File: config.mk
export PLATFORM = sky130hd
export DESIGN_NAME = decode_stage
export DESIGN_NICKNAME = d
export VERILOG_FILES = /design/src/rtl/rv_pkg.sv /design/src/rtl/imm_gen.sv /design/src/rtl/decode_stage.sv
export SDC_FILE = /design/constraint.sdc
export NUM_CORES = 1
export LEC_CHECK = 0
export CAP_MARGIN = 5
export CORE_AREA = 2 2 163 181
export DETAILED_ROUTE_END_ITERATION = 12
export DIE_AREA = 0 0 165 183
export PLACE_DENSITY_LB_ADDON = 0.08
export RECOVER_POWER = 50
export SKIP_LAST_GASP = 1
export SLEW_MARGIN = 10
export SYNTH_ARGS = -nofsm -noshare
export SYNTH_HDL_FRONTEND = slang
export SYNTH_SLANG_ARGS = --single-unit
File: constraint.sdc
create_clock -name clk -period 9.1 [get_ports clk]
set_input_delay 1.82 -clock clk [delete_from_list [all_inputs] [get_ports clk]]
set_output_delay 1.82 -clock clk [all_outputs]
set_load 0.05 [all_outputs]
File: src/rtl/rv_pkg.sv
// Shared RV32I/RV64I decode definitions.
// Contents: base-ISA opcode constants, immediate-format select codes,
// the register-field struct and the decoded-entry struct carried by the
// decode stage buffers. The pc/imm members are sized for the widest
// supported XLEN. Narrower configurations use only the low XLEN bits.
package rv_pkg;

  localparam int XLEN_MAX = 64;

  localparam logic [6:0] OPC_LUI       = 7'b0110111;
  localparam logic [6:0] OPC_AUIPC     = 7'b0010111;
  localparam logic [6:0] OPC_JAL       = 7'b1101111;
  localparam logic [6:0] OPC_JALR      = 7'b1100111;
  localparam logic [6:0] OPC_BRANCH    = 7'b1100011;
  localparam logic [6:0] OPC_LOAD      = 7'b0000011;
  localparam logic [6:0] OPC_STORE     = 7'b0100011;
  localparam logic [6:0] OPC_OP_IMM    = 7'b0010011;
  localparam logic [6:0] OPC_OP        = 7'b0110011;
  localparam logic [6:0] OPC_MISC_MEM  = 7'b0001111;
  localparam logic [6:0] OPC_SYSTEM    = 7'b1110011;
  localparam logic [6:0] OPC_OP_IMM_32 = 7'b0011011;
  localparam logic [6:0] OPC_OP_32     = 7'b0111011;

  typedef enum logic [2:0] {
    IMM_NONE = 3'b000,
    IMM_I    = 3'b001,
    IMM_U    = 3'b010,
    IMM_S    = 3'b011,
    IMM_B    = 3'b100,
    IMM_J    = 3'b101,
    IMM_Z    = 3'b110
  } imm_sel_e;

  typedef struct packed {
    logic [6:0] opcode;
    logic [2:0] funct3;
    logic [6:0] funct7;
    logic [4:0] rd;
    logic [4:0] rs1;
    logic [4:0] rs2;
  } fields_t;

  typedef struct packed {
    logic [XLEN_MAX-1:0] pc;
    logic [XLEN_MAX-1:0] imm;
    imm_sel_e            imm_sel;
    fields_t             fields;
    logic                illegal;
  } dec_entry_t;

  // Raw register/function slices. These are taken for every encoding, legal or not.
  function automatic fields_t extract_fields(input logic [31:0] inst);
    fields_t f;
    f.opcode = inst[6:0];
    f.funct3 = inst[14:12];
    f.funct7 = inst[31:25];
    f.rd     = inst[11:7];
    f.rs1    = inst[19:15];
    f.rs2    = inst[24:20];
    return f;
  endfunction

endpackage

File: src/rtl/imm_gen.sv
// Combinational immediate generator and legality check.
// Ports:
//   inst    : raw 32-bit instruction
//   imm_sel : immediate format code (never 3'b111)
//   imm     : XLEN-wide immediate (0 for NONE and for illegal encodings)
//   illegal : encoding is not supported for this XLEN
module imm_gen
  import rv_pkg::*;
#(
  parameter int XLEN = 32
) (
  input  logic [31:0]     inst,
  output imm_sel_e        imm_sel,
  output logic [XLEN-1:0] imm,
  output logic            illegal
);

  localparam bit IS_RV64 = (XLEN == 64);

  logic [XLEN_MAX-1:0] imm_full_s;
  logic                unused_imm_s;

  // Map the opcode to an immediate format and flag unsupported encodings.
  always_comb begin
    imm_sel = IMM_NONE;
    illegal = 1'b0;
    if (inst[1:0] != 2'b11) begin
      illegal = 1'b1;
    end else begin
      case (inst[6:0])
        OPC_LUI, OPC_AUIPC: imm_sel = IMM_U;
        OPC_JAL:            imm_sel = IMM_J;
        OPC_JALR, OPC_LOAD, OPC_OP_IMM, OPC_MISC_MEM: imm_sel = IMM_I;
        OPC_STORE:          imm_sel = IMM_S;
        OPC_BRANCH:         imm_sel = IMM_B;
        OPC_OP:             imm_sel = IMM_NONE;
        OPC_SYSTEM: begin
          // ECALL/EBREAK/xRET use the I slot; CSR*I forms carry a uimm in rs1.
          if (inst[14:12] == 3'b000) begin
            imm_sel = IMM_I;
          end else if (inst[14] && (inst[14:12] != 3'b100)) begin
            imm_sel = IMM_Z;
          end else begin
            imm_sel = IMM_NONE;
          end
        end
        OPC_OP_IMM_32: begin
          if (IS_RV64) begin
            imm_sel = IMM_I;
          end else begin
            illegal = 1'b1;
          end
        end
        OPC_OP_32: begin
          if (IS_RV64) begin
            imm_sel = IMM_NONE;
          end else begin
            illegal = 1'b1;
          end
        end
        default: illegal = 1'b1;
      endcase
    end
  end

  // Build every format at full width, then truncate to XLEN.
  always_comb begin
    case (imm_sel)
      IMM_I:   imm_full_s = {{52{inst[31]}}, inst[31:20]};
      IMM_U:   imm_full_s = {{32{inst[31]}}, inst[31:12], 12'h000};
      IMM_S:   imm_full_s = {{52{inst[31]}}, inst[31:25], inst[11:7]};
      IMM_B:   imm_full_s = {{51{inst[31]}}, inst[31], inst[7], inst[30:25], inst[11:8], 1'b0};
      IMM_J:   imm_full_s = {{43{inst[31]}}, inst[31], inst[19:12], inst[20], inst[30:21], 1'b0};
      IMM_Z:   imm_full_s = {59'h0, inst[19:15]};
      default: imm_full_s = 64'h0;
    endcase
  end

  assign imm          = imm_full_s[XLEN-1:0];
  assign unused_imm_s = ^imm_full_s;

endmodule

File: src/rtl/decode_stage.sv
// Registered instruction-decode stage with a two-entry skid buffer.
// Ports:
//   clk, rst (async active-high), flush (drops buffered entries)
//   in_valid/in_ready/in_inst/in_pc : fetch side handshake
//   out_valid/out_ready             : execute side handshake
//   out_pc/out_imm/out_imm_sel      : PC and generated immediate
//   out_opcode/funct3/funct7/rd/rs1/rs2 : raw instruction slices
//   out_illegal                     : unsupported encoding marker
//   dec_count                       : saturating count of output transfers
module decode_stage
  import rv_pkg::*;
#(
  parameter int XLEN      = 32,
  parameter int CNT_WIDTH = 16
) (
  input  logic                 clk,
  input  logic                 rst,
  input  logic                 flush,
  input  logic                 in_valid,
  output logic                 in_ready,
  input  logic [31:0]          in_inst,
  input  logic [XLEN-1:0]      in_pc,
  output logic                 out_valid,
  input  logic                 out_ready,
  output logic [XLEN-1:0]      out_pc,
  output logic [XLEN-1:0]      out_imm,
  output logic [2:0]           out_imm_sel,
  output logic [6:0]           out_opcode,
  output logic [2:0]           out_funct3,
  output logic [6:0]           out_funct7,
  output logic [4:0]           out_rd,
  output logic [4:0]           out_rs1,
  output logic [4:0]           out_rs2,
  output logic                 out_illegal,
  output logic [CNT_WIDTH-1:0] dec_count
);

  localparam logic [CNT_WIDTH-1:0] CNT_ONE = {{(CNT_WIDTH-1){1'b0}}, 1'b1};
  localparam logic [CNT_WIDTH-1:0] CNT_MAX = {CNT_WIDTH{1'b1}};

  imm_sel_e         dec_sel_s;
  logic [XLEN-1:0]  dec_imm_s;
  logic             dec_ill_s;
  dec_entry_t       dec_s;
  dec_entry_t       main_r;
  dec_entry_t       skid_r;
  logic             main_valid_r;
  logic             skid_valid_r;
  logic [CNT_WIDTH-1:0] cnt_r;
  logic             accept_s;
  logic             drain_s;
  logic             unused_hi_s;

  imm_gen #(
    .XLEN(XLEN)
  ) u_imm_gen (
    .inst    (in_inst),
    .imm_sel (dec_sel_s),
    .imm     (dec_imm_s),
    .illegal (dec_ill_s)
  );

  // Assemble the decoded entry for the incoming instruction.
  always_comb begin
    dec_s                = '0;
    dec_s.pc[XLEN-1:0]   = in_pc;
    dec_s.imm[XLEN-1:0]  = dec_imm_s;
    dec_s.imm_sel        = dec_sel_s;
    dec_s.fields         = extract_fields(in_inst);
    dec_s.illegal        = dec_ill_s;
  end

  // in_ready depends only on skid occupancy, so out_ready never reaches it combinationally.
  assign accept_s = in_valid && !skid_valid_r;
  assign drain_s  = main_valid_r && out_ready;

  // Main/skid buffer: main feeds the outputs, skid catches the one extra beat under backpressure.
  always_ff @(posedge clk or posedge rst) begin
    if (rst) begin
      main_valid_r <= 1'b0;
      skid_valid_r <= 1'b0;
      main_r       <= '0;
      skid_r       <= '0;
    end else if (flush) begin
      main_valid_r <= 1'b0;
      skid_valid_r <= 1'b0;
    end else if (!main_valid_r || drain_s) begin
      // Skid full implies in_ready=0, so skid promotion and a new accept never collide.
      if (skid_valid_r) begin
        main_r       <= skid_r;
        main_valid_r <= 1'b1;
        skid_valid_r <= 1'b0;
      end else if (accept_s) begin
        main_r       <= dec_s;
        main_valid_r <= 1'b1;
      end else begin
        main_valid_r <= 1'b0;
      end
    end else if (accept_s) begin
      skid_r       <= dec_s;
      skid_valid_r <= 1'b1;
    end
  end

  // Saturating count of completed output transfers. Flush does not suppress counting.
  always_ff @(posedge clk or posedge rst) begin
    if (rst) begin
      cnt_r <= '0;
    end else if (drain_s && (cnt_r != CNT_MAX)) begin
      cnt_r <= cnt_r + CNT_ONE;
    end
  end

  assign in_ready    = !skid_valid_r;
  assign out_valid   = main_valid_r;
  assign out_pc      = main_r.pc[XLEN-1:0];
  assign out_imm     = main_r.imm[XLEN-1:0];
  assign out_imm_sel = main_r.imm_sel;
  assign out_opcode  = main_r.fields.opcode;
  assign out_funct3  = main_r.fields.funct3;
  assign out_funct7  = main_r.fields.funct7;
  assign out_rd      = main_r.fields.rd;
  assign out_rs1     = main_r.fields.rs1;
  assign out_rs2     = main_r.fields.rs2;
  assign out_illegal = main_r.illegal;
  assign dec_count   = cnt_r;

  // Upper pc/imm bits are constant zero when XLEN is narrower than XLEN_MAX.
  assign unused_hi_s = ^{main_r.pc, main_r.imm};

endmodule

==> impl_metrics.tcl <==
set metrics [dict create \
    status "finished, violations left" \
    violations "capacitance limit, slew limit" \
    fin_crit_sh_pct 62.92 \
    portBuffers 186 \
    coreArea_um2 28380 \
    layout.cells.most_common_list "nand2_1 (303), dfrtp_1 (217), clkdlybuf4s50_1 (129)" \
    drtAntennaViolNets 0 \
    yosysTopAreaCell "dfrtp_1" \
    ff2ff_path_depth 6 \
    leakagePower_nw 5.773 \
    hpwl_um 17330 \
    clkSlewWorstSetupHoldPaths_ns 0.06 \
    ir_drop_v 0.0001420 \
    async_flop_share_pct 100.0 \
    ys.flop_type "dfrtp_1" \
    firstDrtPassIters 6 \
    clock_latency_ns 0.52 \
    drc 0 \
    rr_endpoint "out_imm[15]$_DFFE_PP0P_" \
    syn_area_um2 9796 \
    fin_ws_ns 3.375 \
    rows 65 \
    cp.required_ns 9.51 \
    reg2reg_from "skid_valid_r$_DFFE_PP0P_" \
    n_antenna_cell 0 \
    avgSynthCellArea_um2 9.737 \
    max_stage_delay_ns 2.08 \
    skew_ns 0.01087 \
    hold_slack_ns 0.4709 \
    synth_area_leaders "dfrtp_1 (56%), nand2_1 (12%), mux2i_1 (6.6%)" \
    grt_pass1_vias 7844 \
    postCtsHoldBufs 0 \
    synth_cell_types 56 \
    ioPinCount 187 \
    utilization_pct 44.97 \
    path_class "in -> reg" \
    endpoint_kind "flop" \
    wl_um 27210 \
    post-place-ws_ns 3.793 \
    layout_commonest_cell "nand2_1" \
    crit_chain "dlygate4sd3_1 > nand2b_1 > nand2_1 > buf_4 > a221oi_1 > a22o_1" \
    htreeDepth 1 \
    via_per_inst 5.025 \
    die_y_um 183 \
    max_freq_mhz 174.7 \
    synth.net_count 1076 \
    startpoint_type "primary input" \
    cts_tree "built" \
    tightest_slew_ns 4.617 \
    yosys_warnings 0 \
    grt_max_degree 102 \
    grt-ovfl-total 0 \
    dr_total_vias 7764 \
    min_path_cells 2 \
    drive_gt1_share_pct 5.607 \
    gp_congestion 0.7436 \
    r2r_slack_ns 4.40 \
    syn_inst 1006 \
    worstPathArrival_ns 6.13 \
    initialDrtViolationCount 423 \
    initial_core_util_pct 34.51 \
    cts_resized 0 \
    slowest_stage "nand2_1" \
    root_buffer "clkbuf_16" \
    finalSetupViolCount 0 \
    area_growth_syn_to_layout_pct 30.30 \
    min_to "out_pc[30]$_DFFE_PP0P_" \
    cts_num_sinks 218 \
    grt_pass1_wl_um 43680 \
    path_max_fanout 97 \
    antenna_found_initial 1 \
    drv_cap 3 \
    min_from "out_pc[30]$_DFFE_PP0P_" \
    fin_crit_ns 5.725 \
    synth-edff-count 0 \
    wire_per_inst_um 17.61 \
    tns_ns 0 \
    cts_made_buffers 26 \
    yosysTopAreaCellShare_pct 55.69 \
    final-hold-violation-count 0 \
    slew_violations 256 \
    power_density_nw_per_um2 226.9 \
    synth_seq_cells 218 \
    dieWidth_um 165 \
    hold_path.class "reg -> reg" \
    clockBufferDepth 3 \
    layout.nets 1227 \
    seq_area_frac_synth_pct 55.69 \
    slew_headroom_pct -209.5 \
    rsz0062_at_grt "false" \
    postCtsSetupRepairBufs 0 \
    grtUsageTotal_pct 18.20 \
    fp.dieArea_um2 30200 \
]
==> final cells by class <==
| cell class | count | area [µm²] |
|---|---|---|
| well taps | 368 | 460.4 |
| inverters | 28 | 106.4 |
| clock buffers | 39 | 750.7 |
| flip-flops and latches | 218 | 5459 |
| clock inverters | 9 | 122.6 |
| repair buffers | 195 | 1929 |
| multi-input cells | 688 | 3935 |
| fillers | 2758 | 15620 |
==> how the worst max path moves through the flow <==
stage | start | to | slack (ns) | cells after the start
6_report | out_ready | out_imm[15]$_DFFE_PP0P_ | 3.37 | 6
5_1_grt | rst | skid_valid_r$_DFFE_PP0P_ | 2.47 | 2
4_1_cts | skid_valid_r$_DFFE_PP0P_ | in_ready | 4.24 | 2
3_5_place_dp | out_ready | skid_r[57]$_DFFE_PP0P_ | 3.79 | 8
3_3_place_gp | out_ready | skid_r[61]$_DFFE_PP0P_ | 3.84 | 8
2_1_floorplan | rst | dec_count[0]$_DFFE_PP0P_ | 1.32 | 1
==> state kept, by name, summed over array words and instances, names as in the netlist <==
register,flops
out_valid,1
dec_count,16
out_pc,32
out_rd,5
out_funct3,3
out_imm,32
out_illegal,1
out_rs1,5
out_funct7,7
out_opcode,7
out_rs2,5
out_imm_sel,3
skid_r,100
skid_valid_r,1
==> synth_stat cells, types with 5 or more instances <==
| cell type | n |
|---|---|
| clkbuf_1 | 52 |
| buf_1 | 7 |
| mux2i_1 | 65 |
| buf_2 | 9 |
| a22o_1 | 26 |
| dfrtp_1 | 218 |
| a221oi_1 | 19 |
| o21ai_0 | 85 |
| xnor2_1 | 12 |
| nand2_1 | 303 |
| nor2_1 | 32 |
| o22ai_1 | 6 |
| and3_1 | 6 |
| nor3_1 | 5 |
| a21oi_1 | 14 |
| a211o_1 | 11 |
| nand4_1 | 20 |
| nand3_1 | 9 |
| inv_1 | 28 |
| o221ai_1 | 8 |
| o2111ai_1 | 9 |
==> stage by stage <==
stage	cells	cell area, µm²	total power, mW
3_5_place_dp	1497	11920	1.871
5_1_grt	1545	12760	3.041
3_3_place_gp	1497	11920	1.864
2_1_floorplan	1006	9796	1.625
6_report	1545	12760	2.896
4_1_cts	1545	12790	2.948
==> power by group <==
part           total, mW  leakage [nW]  internal (mW)  switching (mW)
clock network       1.06         0.427          0.653           0.411
registers           1.20          2.82           1.11          0.0872
logic              0.633          2.53          0.211           0.422
total               2.90          5.77           1.98           0.920
==> logic make-up (layout without fill, tap and decap cells) <==
| group | after synthesis | after routing | share of synthesized area [%] |
|---|---|---|---|
| muxes | 67 | 67 | 6.872 |
| and+or+nand+nor | 395 | 395 | 16.77 |
| adders and majority gates | 1 | 1 | 0.1277 |
| buffers and inverters | 100 | 271 | 4.075 |
| DFF | 218 | 218 | 55.69 |
| AOI/OAI and AO/OA | 209 | 209 | 15.03 |
| xor gates and xnor gates | 16 | 16 | 1.431 |
==> worst max-delay path: cells and delay by family <==
family          cells  cell delay [ns]
buf+inv             2             1.57
compound gates      2             0.34
simple gates        2             2.30
==> layer usage <==
layer / GRT usage [%] / part of all wire [%] / wire length (µm)
met1: 24.49 / 45 / 12280
met2: 29.32 / 47 / 12690
met3: 4.048 / 5.7 / 1546
met4: 5.496 / 2.5 / 686
met5: 0 / 0.048 / 13
Note: power is estimated with default switching activity, not from simulation.
